$ cat config.mk
export PLATFORM = sky130hd
export DESIGN_NAME = scan_mux
export DESIGN_NICKNAME = d
export VERILOG_FILES = /design/src/rtl/lab_pkg.sv /design/src/rtl/scan_mux_onehot_decoder.sv /design/src/rtl/scan_mux.sv
export SDC_FILE = /design/constraint.sdc
export NUM_CORES = 1
export LEC_CHECK = 0
export ABC_AREA = 1
export BUFFER_PORTS_ARGS = -buffer_cell sky130_fd_sc_hd__buf_2
export CAP_MARGIN = 20
export CORE_MARGIN = 4
export CORE_UTILIZATION = 36
export DETAILED_ROUTE_END_ITERATION = 10
export SYNTH_ARGS = -nofsm -noshare
export SYNTH_HDL_FRONTEND = slang
export SYNTH_SLANG_ARGS = --single-unit
export TNS_END_PERCENT = 100
$ cat constraint.sdc
create_clock -name clk -period 1.9 [get_ports clk]
set_input_delay 0.285 -clock clk [delete_from_list [all_inputs] [get_ports clk]]
set_output_delay 0.285 -clock clk [all_outputs]
set_load 0.1 [all_outputs]
$ cat src/rtl/lab_pkg.sv
// Shared scan defaults and index-width helpers for scan_mux and its decoder.
// Pure constants/functions: no latency, no flow control.
package lab_pkg;

    localparam int SCAN_N        = 4;
    localparam int SCAN_W        = 4;
    localparam int SCAN_PRESCALE = 4;

    function automatic int clog2(input int v);
        int r;
        r = 0;
        while ((1 << r) < v) begin
            r++;
        end
        return r;
    endfunction

    // A 1-entry range still needs a 1-bit field.
    function automatic int idx_w(input int n);
        return (clog2(n) < 1) ? 1 : clog2(n);
    endfunction

endpackage

$ cat src/rtl/scan_mux_onehot_decoder.sv
// onehot_decoder: index -> N-bit one-hot, all zeros when en_i is low.
// Combinational, no latency; no flow control.
module onehot_decoder
    import lab_pkg::*;
#(
    parameter int N = SCAN_N,
    localparam int IDX_W = idx_w(N)
) (
    input  logic [IDX_W-1:0] idx_i,
    input  logic             en_i,
    output logic [N-1:0]     onehot_o
);

    always_comb begin
        onehot_o = '0;
        for (int i = 0; i < N; i++) begin
            onehot_o[i] = en_i && (idx_i == IDX_W'(i));
        end
    end

endmodule

$ cat src/rtl/scan_mux.sv
// scan_mux: rotates N channels, PRESCALE cycles each; data/idx/sel registered, 1-cycle data latency.
// No backpressure (en low freezes state). Define SCAN_SKIP_EN to skip channels whose ch_mask bit is 0.
module scan_mux
    import lab_pkg::*;
#(
    parameter int N        = SCAN_N,
    parameter int W        = SCAN_W,
    parameter int PRESCALE = SCAN_PRESCALE,
    localparam int IDX_W   = idx_w(N)
) (
    input  logic             clk,
    input  logic             rst,
    input  logic             en,
    input  logic [N*W-1:0]   ch_data,
    input  logic [N-1:0]     ch_mask,
    output logic [W-1:0]     data_o,
    output logic [IDX_W-1:0] idx_o,
    output logic [N-1:0]     sel_o,
    output logic             slot_start_o
);

    localparam int PC_W = idx_w(PRESCALE);
    localparam logic [PC_W-1:0]  PC_LAST  = PC_W'(PRESCALE - 1);
    localparam logic [IDX_W-1:0] IDX_LAST = IDX_W'(N - 1);

    logic [PC_W-1:0]  pcnt_q, pcnt_d;
    logic [IDX_W-1:0] idx_q, idx_d, nxt_idx;
    logic [W-1:0]     data_q, data_d;
    logic             active_q, active_d, nxt_active;
    logic             slot_start_q, slot_start_d;
    logic             advance;

`ifdef SCAN_SKIP_EN
    // Walk candidates from farthest to nearest so the nearest active one wins;
    // k = N revisits the current channel last.
    always_comb begin
        int s;
        nxt_idx    = idx_q;
        nxt_active = 1'b0;
        for (int k = N; k >= 1; k--) begin
            s = int'(idx_q) + k;
            if (s >= N) begin
                s = s - N;
            end
            if (ch_mask[s]) begin
                nxt_idx    = IDX_W'(s);
                nxt_active = 1'b1;
            end
        end
    end
`else
    logic unused_mask;
    assign unused_mask = ^ch_mask;

    always_comb begin
        nxt_idx    = (idx_q == IDX_LAST) ? '0 : idx_q + IDX_W'(1);
        nxt_active = 1'b1;
    end
`endif

    assign advance = en && (pcnt_q == PC_LAST);

    always_comb begin
        pcnt_d       = pcnt_q;
        idx_d        = idx_q;
        active_d     = active_q;
        data_d       = data_q;
        slot_start_d = 1'b0;
        if (en) begin
            if (advance) begin
                pcnt_d       = '0;
                idx_d        = nxt_idx;
                active_d     = nxt_active;
                slot_start_d = 1'b1;
            end else begin
                pcnt_d = pcnt_q + PC_W'(1);
            end
            // Sample the channel selected after this edge so data/idx/sel stay coherent.
            data_d = active_d ? ch_data[int'(idx_d)*W +: W] : '0;
        end
    end

    always_ff @(posedge clk) begin
        if (rst) begin
            pcnt_q       <= '0;
            idx_q        <= '0;
            active_q     <= 1'b1;
            data_q       <= '0;
            slot_start_q <= 1'b0;
        end else begin
            pcnt_q       <= pcnt_d;
            idx_q        <= idx_d;
            active_q     <= active_d;
            data_q       <= data_d;
            slot_start_q <= slot_start_d;
        end
    end

    onehot_decoder #(.N(N)) u_sel_dec (
        .idx_i    (idx_q),
        .en_i     (active_q),
        .onehot_o (sel_o)
    );

    assign data_o       = data_q;
    assign idx_o        = idx_q;
    assign slot_start_o = slot_start_q;

endmodule

; Word-level counts from Yosys, hierarchy flattened
; Index checks and enable logic that the tools add are counted.
[totals]
ff_bits = 10
input_bits = 23
wordCells = 28
[classes]
n_addsub = 2
eq_ne = 4
n_shift = 1
mux = 8
bitwise_logic = 1
n_reduce_logical = 7
[op_table]
columns = op, count
row1 = 16-bit by 5-bit variable part select with 4-bit output, 1
row2 = 2-bit 2-to-1 mux, 4
row3 = "2-bit equality test, second input constant", 3
row4 = 1-bit logical AND, 5
row5 = "2-bit by 1-bit adder with 2-bit output, second input constant", 2
row6 = 4-bit 2-to-1 mux, 1
row7 = 1-bit 2-to-1 mux, 3
row8 = "2-bit by 1-bit equality test with 1-bit output, second input constant", 1
row9 = 2-bit logical NOT, 1
row10 = 2-bit OR reduction, 1
row11 = 1-bit inverter, 1

; Logic depth before layout (Yosys ltp)
[logic_depth]
depth_word = 6
depth_mapped = 10
depth_no_buf = 10

; Hierarchy
; A second synthesis with hierarchy kept.
[hier_totals]
hier_cells = 105
area_unflattened_um2 = 680.7
[by_module_without_submodules]
columns = mod, n_inst, cells_each, area_per_inst_um2
row1 = scan_mux, 1, 97, 650.6
row2 = onehot_decoder, 1, 8, 30.0

; Worst setup path before layout
; Ideal clock, no wire load.
[synth_timing]
path_kind = register to output
from = register idx_q[0], in the netlist idx_o[0]
to = output sel_o[3]
t_arrival_ns = 2.017
required_ns = 1.615
path_slack_ns = -0.402
stages_incl_launch_ff = 4
n_path_buf = 0
cell_sequence = dfxtp_1 -> ha_1 -> nand2_1 -> inv_1
[synth_between]
elab_chain_cells = 2
[synth_rtl]
columns = item, line_no
row1 = "start, declared", scan_mux.sv:27  ; logic [IDX_W-1:0] idx_q, idx_d, nxt_idx;
row2 = "start signal, assigned", scan_mux.sv:92  ; idx_q <= idx_d;
row3 = 2-bit equality test, scan_mux_onehot_decoder.sv:17  ; onehot_o[i] = en_i && (idx_i == IDX_W'(i));
row4 = 1-bit logical AND, scan_mux_onehot_decoder.sv:17
row5 = "end, declared", scan_mux.sv:18  ; output logic [N-1:0] sel_o,
; Every way passes these cells.

; Worst setup path in the final report
; Ends and elaborated chain as after synthesis.

==> flow_summary.html <==
<table>
<tr><th>Metric</th><th>Value</th></tr>
<tr><th colspan="2">Clock network</th></tr>
<tr><td>Clock Sinks</td><td>10</td></tr>
<tr><td>Clock tree from TritonCTS</td><td>done</td></tr>
<tr><td>Post-CTS Hold Fix Bufs</td><td>0</td></tr>
<tr><td>Buffers inserted by post-CTS timing repair</td><td>0</td></tr>
<tr><td>Clock transition time at the flip-flop clock pins of the worst setup and hold paths</td><td>0.07 ns</td></tr>
<tr><td>Clock Latency Late Sink</td><td>0.27 ns</td></tr>
<tr><td>Cell at the root of the clock tree</td><td>clkbuf_4</td></tr>
<tr><td># H-tree levels</td><td>1</td></tr>
<tr><td>Count of cells resized by post-cts repair</td><td>0</td></tr>
<tr><td>Maximum clock path buffer count</td><td>2</td></tr>
<tr><td>Number of clock buffers inserted by TritonCTS</td><td>3</td></tr>
<tr><th colspan="2">Synth</th></tr>
<tr><td>Cell type contributing the most total cell area after synthesis</td><td>dfxtp_1</td></tr>
<tr><td>Post-synth design cell area</td><td>721.9 um^2</td></tr>
<tr><td>Yosys warnings</td><td>0</td></tr>
<tr><td>Library cells used by synthesis</td><td>18</td></tr>
<tr><td>Number of standard cells after synthesis</td><td>109</td></tr>
<tr><td>Net Count, Synth</td><td>137</td></tr>
<tr><td>Top-area cell type share of the netlist area</td><td>27.73%</td></tr>
<tr><td>Total of flip-flops plus latches after synthesis</td><td>10</td></tr>
<tr><td>Sequential fraction of the synthesis area</td><td>27.73%</td></tr>
<tr><td>Mean instance size in the synthesized netlist</td><td>6.623 um^2</td></tr>
<tr><td>Largest cells by area after synthesis</td><td>dfxtp_1, nand3_1, inv_1</td></tr>
<tr><th colspan="2">STA</th></tr>
<tr><td>Final-layout setup total negative slack</td><td>0 ns</td></tr>
<tr><td>Unrepaired setup endpoints after global routing</td><td>false</td></tr>
<tr><td>Pins over their slew limit</td><td>0</td></tr>
<tr><td>Setup ws final</td><td>0.1638 ns</td></tr>
<tr><td>Worst Tran Pin Value</td><td>0.4862 ns</td></tr>
<tr><td>Final setup violation count</td><td>0</td></tr>
<tr><td>Worst hold margin</td><td>0.3056 ns</td></tr>
<tr><td>Min Clock Period, post-route</td><td>1.736 ns</td></tr>
<tr><td>Final Hold Fails</td><td>0</td></tr>
<tr><td>Maximum clock rate</td><td>576.0 MHz</td></tr>
<tr><td>Worst slew slack as a fraction of its limit</td><td>67.81%</td></tr>
<tr><td>Share of the clock period used by the worst path</td><td>91.38%</td></tr>
<tr><td>Final worst clock skew</td><td>0.001364 ns</td></tr>
<tr><th colspan="2">Global route</th></tr>
<tr><td>Pin count of the biggest net entering global routing</td><td>11</td></tr>
<tr><td>Wire length of the first global-routing pass</td><td>2.594 mm</td></tr>
<tr><td>GR Overflow Total</td><td>0</td></tr>
<tr><td>Global-route usage over all layers</td><td>12.89%</td></tr>
<tr><td>Vias in the first global route</td><td>657</td></tr>
<tr><td>Number of antenna violations at the first check in global routing</td><td>0</td></tr>
<tr><th colspan="2">Place</th></tr>
<tr><td>Placement-stage worst setup slack</td><td>0.4004 ns</td></tr>
<tr><td>Detailed placer's ending HPWL</td><td>1.221 mm</td></tr>
<tr><td>Count of input and output buffers</td><td>29</td></tr>
<tr><td>Cell count after placement</td><td>162</td></tr>
<tr><td>Last weighted congestion value of the routability-driven placer</td><td>0.6968</td></tr>
<tr><th colspan="2">Final layout</th></tr>
<tr><td>Ant. Diodes</td><td>0</td></tr>
<tr><td>NumNets Final</td><td>170</td></tr>
<tr><td>Commonest cells after routing, fill and taps aside</td><td>buf_2, inv_1, nand2_1, nand3_1, dfxtp_1</td></tr>
<tr><td>Most common library cell in the layout ignoring fill and taps</td><td>buf_2</td></tr>
<tr><td>Layout Area Growth over Synthesis</td><td>29.81%</td></tr>
<tr><td>Fraction of final layout cells with drive strength greater than 1</td><td>35.46%</td></tr>
<tr><td>Final Instance Count excl. Fillers</td><td>166</td></tr>
<tr><th colspan="2">Drt</th></tr>
<tr><td>Number of DRC markers after the initial detailed-route iteration</td><td>2</td></tr>
<tr><td>DRC errors left</td><td>0</td></tr>
<tr><td>Number of search-and-repair iterations in the first detailed-routing pass</td><td>4</td></tr>
<tr><td>Antenna-violating nets left</td><td>0</td></tr>
<tr><td>Routed via count</td><td>719</td></tr>
<tr><td>Wirelength, routed</td><td>1.508 mm</td></tr>
<tr><td>Vias per inst</td><td>4.331</td></tr>
<tr><td>DR WL/cell</td><td>9.084 um</td></tr>
<tr><th colspan="2">Die</th></tr>
<tr><td>Row count</td><td>15</td></tr>
<tr><td>Die height</td><td>52.78 um</td></tr>
<tr><td>Floorplan die area</td><td>0.002786 mm^2</td></tr>
<tr><td>Die boundary width</td><td>52.78 um</td></tr>
<tr><td>Core area</td><td>0.001821 mm^2</td></tr>
<tr><td>IO Count</td><td>34</td></tr>
<tr><td>Initial core utilization</td><td>39.66%</td></tr>
<tr><th colspan="2">Power and ir drop</th></tr>
<tr><td>IR drop worst, VDD</td><td>0.4899 mV</td></tr>
<tr><td>Final Total Pwr</td><td>0.0005682 W</td></tr>
<tr><td>Standby leakage power</td><td>0.5491 nW</td></tr>
<tr><td>Power per unit of standard cell area</td><td>606.3 mW/mm^2</td></tr>
<tr><th colspan="2">Worst setup path</th></tr>
<tr><td>Critical path class</td><td>reg2out</td></tr>
<tr><td>Required time reported for the critical path endpoint</td><td>1.62 ns</td></tr>
<tr><td>Number of cells on the worst reg-to-reg path</td><td>9</td></tr>
<tr><td>Category of the worst setup path launch point</td><td>flop</td></tr>
<tr><td>CP Max Fanout</td><td>6</td></tr>
<tr><td>End of the worst register-to-register path</td><td>data_o[3]</td></tr>
<tr><td>Kind of end point of the critical path</td><td>output pin</td></tr>
<tr><td>Register-to-register path setup slack</td><td>0.39 ns</td></tr>
<tr><td>Launch point of the worst reg-to-reg path</td><td>idx_o[0]</td></tr>
<tr><td>Worst Path Arrival</td><td>1.45 ns</td></tr>
<tr><th colspan="2">Hold path</th></tr>
<tr><td>Worst Hold Class</td><td>in2reg</td></tr>
<tr><td>Number of cells on the worst hold path</td><td>2</td></tr>
<tr><td>Worst min-delay path endpoint</td><td>data_o[2]</td></tr>
<tr><td>Startpoint of the most critical hold path</td><td>rst</td></tr>
<tr><th colspan="2">Run status</th></tr>
<tr><td>Status</td><td>complete, no violations</td></tr>
<tr><th colspan="2">Flow run</th></tr>
<tr><td>Max Cap Violations</td><td>0</td></tr>
</table>
[cells in the mapped netlist (all sizes together)]
library cell / number
nand2: 29
inv: 27
nand3: 20
dfxtp: 10
nor2: 7
a21oi: 5
ha: 5
o21ai: 2
clkbuf: 1
clkinv: 1
nor3: 1
xnor2: 1
[worst max path at each step]
stage              from   endpoint  slack (ns)  depth (start not counted)
6_report       idx_o[0]   sel_o[3]        0.16                          4
5_1_grt        idx_o[0]   sel_o[3]        0.07                          4
4_1_cts        idx_o[0]   sel_o[3]        0.15                          4
3_5_place_dp   idx_o[0]  data_o[3]        0.40                          9
3_3_place_gp   idx_o[0]  data_o[3]        0.41                          9
2_1_floorplan  idx_o[0]   sel_o[1]        0.04                          3
[worst max-delay path: stages, from the launching register on]
cell and delay, ns:
dfxtp_2 0.40, ha_1 0.21, nand2_1 0.10, clkinvlp_4 0.07, buf_2 0.41
[sequential cells by signal, summed over array words and instances (netlist names)]
name          count
data_o            4
idx_o             2
pcnt_q            2
active_q          1
slot_start_o      1
[report_power, final]
| part | internal [W] | switching [W] |
|---|---|---|
| sequential | 0.000221 | 0.00000665 |
| clock | 0.000116 | 0.0000750 |
| combinational | 0.0000449 | 0.000105 |
[layout make-up]
type	instances	area, um^2
Timing Repair Buffer	29	145.1
Multi-Input combinational cell	70	407.9
Inverter	28	113.9
Sequential cell	10	202.7
Clock buffer	4	36.28
Tap cell	25	31.28
Fill cell	191	883.3
[per-stage QoR]
stage	utilization, %	cell area (um^2)
floorplan	-	728.2
global placement	49.48	900.9
detailed placement	49.48	900.9
CTS	51.48	937.1
global route	51.48	937.1
finish	51.48	937.1
[cells by family (layout without fill, tap and decap cells)]
group / Yosys count / count (layout) / share of synthesized area, %
compound gates: 7 / 7 / 8.491
xor+xnor: 1 / 1 / 1.213
fa+ha+maj: 5 / 5 / 8.666
buf+inv: 29 / 61 / 15.77
flops: 10 / 10 / 27.73
simple gates: 57 / 57 / 38.13
[layer usage]
| layer | share of wire, % | vias to the layer above | wire [um] | track usage [%] |
|---|---|---|---|---|
| li1 | - | 396 | - | - |
| met1 | 45 | 302 | 677 | 14.82 |
| met2 | 47 | 19 | 716 | 21.07 |
| met3 | 7.0 | 2 | 106 | 5.983 |
| met4 | 0.46 | 0 | 7 | 3.830 |
| met5 | 0 | - | 0 | 0 |
No activity file was read; power rests on OpenSTA's default activity.
